<file path="src/rtl/router_pkg.sv">
// Shared definitions for the 1x3 router control path.
// Latency: n/a (types and constants only).
// Backpressure: n/a.
package router_pkg;

  // Fixed 3-bit state encoding; all eight codes are named states.
  typedef enum logic [2:0] {
    DECODE_ADDRESS     = 3'd0,
    LOAD_FIRST_DATA    = 3'd1,
    LOAD_DATA          = 3'd2,
    LOAD_PARITY        = 3'd3,
    FIFO_FULL_STATE    = 3'd4,
    LOAD_AFTER_FULL    = 3'd5,
    WAIT_TILL_EMPTY    = 3'd6,
    CHECK_PARITY_ERROR = 3'd7
  } state_t;

  // Header destination address field values.
  localparam logic [1:0] ADDR_0       = 2'd0;
  localparam logic [1:0] ADDR_1       = 2'd1;
  localparam logic [1:0] ADDR_2       = 2'd2;
  localparam logic [1:0] ADDR_INVALID = 2'd3;

  // Pick the per-FIFO flag that belongs to a given address.
  function automatic logic sel_flag(input logic [1:0] addr,
                                    input logic f0,
                                    input logic f1,
                                    input logic f2);
    logic r;
    r = 1'b0;
    case (addr)
      ADDR_0:  r = f0;
      ADDR_1:  r = f1;
      ADDR_2:  r = f2;
      default: r = 1'b0;
    endcase
    return r;
  endfunction

endpackage

</file>
<file path="src/rtl/router_fsm.sv">
// Control FSM of the 1x3 packet router: address decode and write sequencing.
// Latency: Moore outputs change one clock after the inputs that cause a transition.
// Backpressure: parks in FIFO_FULL_STATE while fifo_full=1 and in WAIT_TILL_EMPTY until the target FIFO drains.
// Build option: define ROUTER_FSM_FULL_STATE_EN to add the full_state strobe output.
module router_fsm
  import router_pkg::*;
(
  input  logic       clk,
  input  logic       rstn,
  input  logic [1:0] data_in,
  input  logic       pkt_valid,
  input  logic       parity_done,
  input  logic       fifo_full,
  input  logic       low_pkt_valid,
  input  logic       soft_reset_0,
  input  logic       soft_reset_1,
  input  logic       soft_reset_2,
  input  logic       empty_0,
  input  logic       empty_1,
  input  logic       empty_2,
  output logic       busy,
  output logic       detect_add,
  output logic       ld_state,
  output logic       laf_state,
  output logic       write_enb_reg,
  output logic       rst_int_reg,
`ifdef ROUTER_FSM_FULL_STATE_EN
  output logic       lfd_state,
  output logic       full_state
`else
  output logic       lfd_state
`endif
);

  state_t     state;
  state_t     state_nxt;
  logic [1:0] addr;
  logic       hdr_ok;
  logic       soft_rst_sel;
  logic       empty_sel;
  logic       empty_hdr;

  // A header is accepted only with a live packet and a real destination.
  assign hdr_ok       = pkt_valid && (data_in != ADDR_INVALID);
  // Soft reset and drain status follow the latched destination.
  assign soft_rst_sel = sel_flag(addr, soft_reset_0, soft_reset_1, soft_reset_2);
  assign empty_sel    = sel_flag(addr, empty_0, empty_1, empty_2);
  // During decode the address is not latched yet, so look at the header directly.
  assign empty_hdr    = sel_flag(data_in, empty_0, empty_1, empty_2);

  // State and destination-address registers; reset wins over everything.
  always_ff @(posedge clk) begin
    if (rstn) begin
      state <= DECODE_ADDRESS;
      addr  <= ADDR_0;
    end else begin
      state <= state_nxt;
      if ((state == DECODE_ADDRESS) && hdr_ok) begin
        addr <= data_in;
      end
    end
  end

  // Next-state decode; a selected soft reset overrides normal transitions.
  always_comb begin
    state_nxt = state;
    case (state)
      DECODE_ADDRESS: begin
        if (hdr_ok) begin
          state_nxt = empty_hdr ? LOAD_FIRST_DATA : WAIT_TILL_EMPTY;
        end
      end
      LOAD_FIRST_DATA: state_nxt = LOAD_DATA;
      LOAD_DATA: begin
        if (fifo_full) begin
          state_nxt = FIFO_FULL_STATE;
        end else if (!pkt_valid) begin
          state_nxt = LOAD_PARITY;
        end
      end
      LOAD_PARITY: state_nxt = CHECK_PARITY_ERROR;
      CHECK_PARITY_ERROR: begin
        state_nxt = fifo_full ? FIFO_FULL_STATE : DECODE_ADDRESS;
      end
      FIFO_FULL_STATE: begin
        if (!fifo_full) begin
          state_nxt = LOAD_AFTER_FULL;
        end
      end
      LOAD_AFTER_FULL: begin
        if (parity_done) begin
          state_nxt = DECODE_ADDRESS;
        end else if (low_pkt_valid) begin
          state_nxt = LOAD_PARITY;
        end else begin
          state_nxt = LOAD_DATA;
        end
      end
      WAIT_TILL_EMPTY: begin
        if (empty_sel) begin
          state_nxt = LOAD_FIRST_DATA;
        end
      end
      default: state_nxt = DECODE_ADDRESS;
    endcase
    if (soft_rst_sel) begin
      state_nxt = DECODE_ADDRESS;
    end
  end

  // Moore output decode from the current state only.
  always_comb begin
    busy          = 1'b1;
    detect_add    = 1'b0;
    ld_state      = 1'b0;
    laf_state     = 1'b0;
    write_enb_reg = 1'b0;
    rst_int_reg   = 1'b0;
    lfd_state     = 1'b0;
`ifdef ROUTER_FSM_FULL_STATE_EN
    full_state    = 1'b0;
`endif
    case (state)
      DECODE_ADDRESS: begin
        busy       = 1'b0;
        detect_add = 1'b1;
      end
      LOAD_FIRST_DATA: lfd_state = 1'b1;
      LOAD_DATA: begin
        busy          = 1'b0;
        ld_state      = 1'b1;
        write_enb_reg = 1'b1;
      end
      LOAD_PARITY: write_enb_reg = 1'b1;
      LOAD_AFTER_FULL: begin
        laf_state     = 1'b1;
        write_enb_reg = 1'b1;
      end
      CHECK_PARITY_ERROR: rst_int_reg = 1'b1;
`ifdef ROUTER_FSM_FULL_STATE_EN
      FIFO_FULL_STATE: full_state = 1'b1;
`endif
      default: ;
    endcase
  end

endmodule

</file>
<file path="config.mk">
export PLATFORM = sky130hd
export DESIGN_NAME = router_fsm
export DESIGN_NICKNAME = d
export VERILOG_FILES = /design/src/rtl/router_pkg.sv /design/src/rtl/router_fsm.sv
export SDC_FILE = /design/constraint.sdc
export NUM_CORES = 1
export LEC_CHECK = 0
export CORE_AREA = 2 2 39 41
export CTS_BUF_LIST = sky130_fd_sc_hd__clkbuf_8
export DETAILED_ROUTE_END_ITERATION = 12
export DIE_AREA = 0 0 41 43
export PLACE_DENSITY_LB_ADDON = 0.2
export SYNTH_ARGS = -nofsm -noshare
export SYNTH_HDL_FRONTEND = slang
export SYNTH_SLANG_ARGS = --single-unit
</file>
<file path="constraint.sdc">
create_clock -name clk -period 1.75 [get_ports clk]
set_clock_uncertainty 0.1 [all_clocks]
set_input_delay 0.4375 -clock clk [delete_from_list [all_inputs] [get_ports clk]]
set_output_delay 0.4375 -clock clk [all_outputs]
set_load 0.005 [all_outputs]
</file>
# Word level (Yosys, flattened, before mapping)

Cells that the tools add are included.
W data, S select, Z words.

Equal/unequal tests: 16
Reductions and logical operators: 9
Muxes and demuxes: 20

Operators with widths:

| cell                 | count |
|---|---|
| $pmux W3 S8          | 1 |
| $mux W3              | 7 |
| $eq A3 B3 Y1 const B | 4 |
| $pmux W1 S3          | 3 |
| $mux W1              | 8 |
| $ne A2 B2 Y1 const B | 4 |
| $eq A3 B2 Y1 const B | 2 |
| $eq A2 B1 Y1 const B | 2 |
| $eq A2 B2 Y1 const B | 2 |
| $logic_not A2 Y1     | 2 |
| $reduce_and A4 Y1    | 1 |
| $reduce_or A2 Y1     | 2 |
| $eq A3 B1 Y1 const B | 1 |
| $logic_not A3 Y1     | 1 |
| $ne A3 B3 Y1 const B | 1 |
| $reduce_or A3 Y1     | 1 |
| $logic_and A1 B1 Y1  | 2 |
| $mux W2              | 1 |

Flip-flop bits (word level): 5
Word-level logic and storage cells: 47
Output and inout port bits: 7

# Depth between registers and ports, before layout

Depth in word-level cells: 5
Gate-level depth with buffers: 5
Depth with buffers taken out: 4

# Worst setup path before layout

No wires, ideal clock.

Path kind: reg-to-reg
From: register state[2]
To: register state[0]
Data arrival time: 1299 ps
Required time: 1590 ps
Path slack: 291 ps
Clock period less this slack: 1459 ps
Library setup time: 60 ps
Cell stages (with the launch flop): 6
Cells stage by stage: dfxtp_1 -> buf_4 -> inv_2 -> or4b_1 -> a32oi_1 -> and3b_1

Cells in the longest elaborated chain, start to end: 3

Ends and longest elaborated chain:

| element                                                       | RTL line         | RTL |
|---|---|---|
| from (decl)                                                   | router_fsm.sv:35 | `state_t state;` |
| from (signal assigned)                                        | router_fsm.sv:57 | `state <= state_nxt;` |
| $eq A3 B2 Y1, or another cell as far along                    | router_fsm.sv:67 | `case (state)` |
| $ne A3 B3 Y1 (no line) / $ne A2 B2 Y1 (equally long branches) | -                |  |
| $reduce_and A4 Y1 (no line)                                   | -                |  |

Several ways; a longest one is shown, not always the timed one.
A chain may end at the register's enable or synchronous reset.

# Worst setup path after layout

From: register state[0]
To: output port detect_add

Cells in the longest elaborated chain, start to end: 2

Ends and longest elaborated chain:

| element          | RTL line          | RTL |
|---|---|---|
| $logic_not A3 Y1 | router_fsm.sv:123 | `case (state)` |
| $mux W1          | router_fsm.sv:123 |  |
| to (decl)        | router_fsm.sv:22  | `output logic detect_add,` |

No other way between the ends.

==> results.md <==
- CTS sink cnt: 5
- Global route overflow: 0
- First-pass GRT wire length: 1.90 mm
- Status: finished clean
- Tot GR Track Use: 0.158
- DRT Pass-1 Iters: 4
- Commonest non-fill, non-tap cell in the layout: buf_4
- EDFF count, synth: 0
- Hold slack: 0.533 ns
- HP Start: addr[0]
- Worst setup path start: state[0]
- Final hold vios: 0
- Setup ws final: 0.0732 ns
- Critical Path Fanout Max: 5
- Row count: 14
- CTS max path bufs: 2
- # IOs: 21
- Startpoint types: flip-flop
- Fraction of layout cells with a size suffix above 1: 0.337
- Final period util: 0.958
- Setup WS pre-CTS: -0.318 ns
- Non-filler cells, final: 102
- Initial antenna violation count: 0
- Crit path DAT: 1.14 ns
- P_leak: 0.406 nW
- Worst hold path type: flip-flop to flip-flop
- Post-synthesis cell count: 51
- Nets: 101
- Reg2Reg Launch Point: state[2]
- Crit Path Class: flip-flop to output port
- Starting Density: 0.297
- Vias in the first global route: 478
- Worst-Margin Slew: 0.306 ns
- Slew margin rel.: 0.796
- CTS tree: yes
- RSZ-0062 raised after global routing: false
- Clock root buffer master: clkbuf_8
- PortBufs: 20
- Fmax: 596 MHz
- Critical Path Sink Type: output port
- Vias per inst: 5.06
- Cell variety after synth: 32
- Avg WL per Cell: 12.5 um
- Min Tclk post-route: 1.68 ns
- Final Cell Area: 786 um^2
- DRT Wirelength: 1.28 mm
- Full die area: 1760 um^2
- Placed insts: 98
- Max H-tree Level: 1
- Warnings, synthesis: 0
- CTS clock-pin slew for the worst setup and hold paths: 0.03 ns
- Area Overhead vs Synth: 91.5%
- DRC errors left: 0
- Post-DP HPWL: 1.00 mm
- Main synth FF type: dfxtp_1
- Largest net degree at the start of global routing: 10
- Post-Syn Nets: 65
- DP Area: 718 um^2
- Worst skew pair latency: 0.22 ns
- Post-Syn Area: 410 um^2
- Max-slew violations: 0
- Register area share after synthesis: 0.244
- Die Y-Extent: 43 um
- DRT iter0 DRCs: 5
- Synth Area per Inst: 8.05 um^2
- P per Cell Area: 782 nW/um^2
- Setup Viol. Count Final: 0
- Maxcap violations: 0
- VDD IR max: 0.000522 V
- Via count: 516
- Die X: 41 um
- Antenna diodes: 0
- CTS Buf Count: 3
- ANT nets after route: 0
- CTS Hold Bufs: 0
- Critical path data required time: 1.21 ns
- Core area: 1380 um^2
- GP Congestion: 0.908
- Count of state elements after synthesis: 5
- Most frequent cells in the layout: buf_4, clkdlybuf4s50_1, nand2_1, dlygate4sd2_1
- Async S/R FF share, synth: 0
==> synthesized netlist by cell type (2+ instances only) <==
cell | instances | area [um^2]
nand2_1 | 5 | 18.8
dfxtp_1 | 5 | 100
buf_2 | 2 | 10.0
mux2i_1 | 3 | 30.0
nor2_1 | 4 | 15.0
nor3b_1 | 2 | 15.0
o221ai_1 | 2 | 17.5
inv_1 | 3 | 11.3
and3b_1 | 2 | 17.5
==> per-stage QoR <==
stage | power, mW | TNS [ns] | utilization
after CTS | 0.626 | -0.114 | 0.565
final | 0.615 | 0 | 0.568
after global routing | 0.659 | 0 | 0.568
after floorplan | 0.267 | 0 | -
after detailed placement | 0.417 | -0.934 | 0.519
after global placement | 0.414 | -0.665 | 0.519
==> worst max-delay path: stages (launching register included) <==
cell,delay [ns]
dfxtp_4,0.36
buf_4,0.15
nor3_2,0.18
clkdlybuf4s15_1,0.24
==> sequential cells by signal, indices dropped and copies added (netlist names) <==
| register | count |
|---|---|
| addr | 2 |
| state | 3 |
==> worst paths after layout <==
check | to | slack [ns] | depth (start not counted)
hold / removal | addr[0] | 0.53 | 1
hold reg to reg | addr[0] | 0.53 | 1
setup / recovery | detect_add | 0.07 | 3
setup reg to reg | state[0] | 0.12 | 5
==> kinds of logic after synthesis <==
logic type,Yosys count,share of synthesized area
mux,3,0.0732
fa+ha+maj,1,0.0244
simple gates,21,0.296
compound gates,14,0.284
flops,5,0.244
buf+inv,7,0.0793
==> repair_timing <==
item | CTS | global route
pin swaps | 4 | 5
buffers inserted | 0 | 0
gates resized for setup | 16 | 5
setup endpoints to repair | 10 | 6
==> power breakdown <==
group | total, mW | internal (mW) | switching [mW]
Combinational | 0.257 | 0.157 | 0.101
Sequential | 0.157 | 0.131 | 0.0254
Clock | 0.201 | 0.150 | 0.0507
Total | 0.615 | 0.438 | 0.177
==> layer usage <==
metal | wire [um] | GRT usage | vias up
li1 | - | - | 262
met1 | 518 | 0.173 | 232
met2 | 654 | 0.284 | 22
met3 | 102 | 0.0681 | 0
met4 | 0 | 0 | 0
met5 | 0 | 0 | -
==> cell type report <==
class / count / area, um^2
Clock inverter: 1 / 3.75
Timing Repair Buffer: 34 / 302
Tap cell: 16 / 20.0
Multi-Input combinational cell: 39 / 295
Clock buffer: 3 / 41.3
Sequential cell: 5 / 109
Inverter: 4 / 15.0
Fill cell: 143 / 598
No activity file was read; power rests on OpenSTA's default activity.
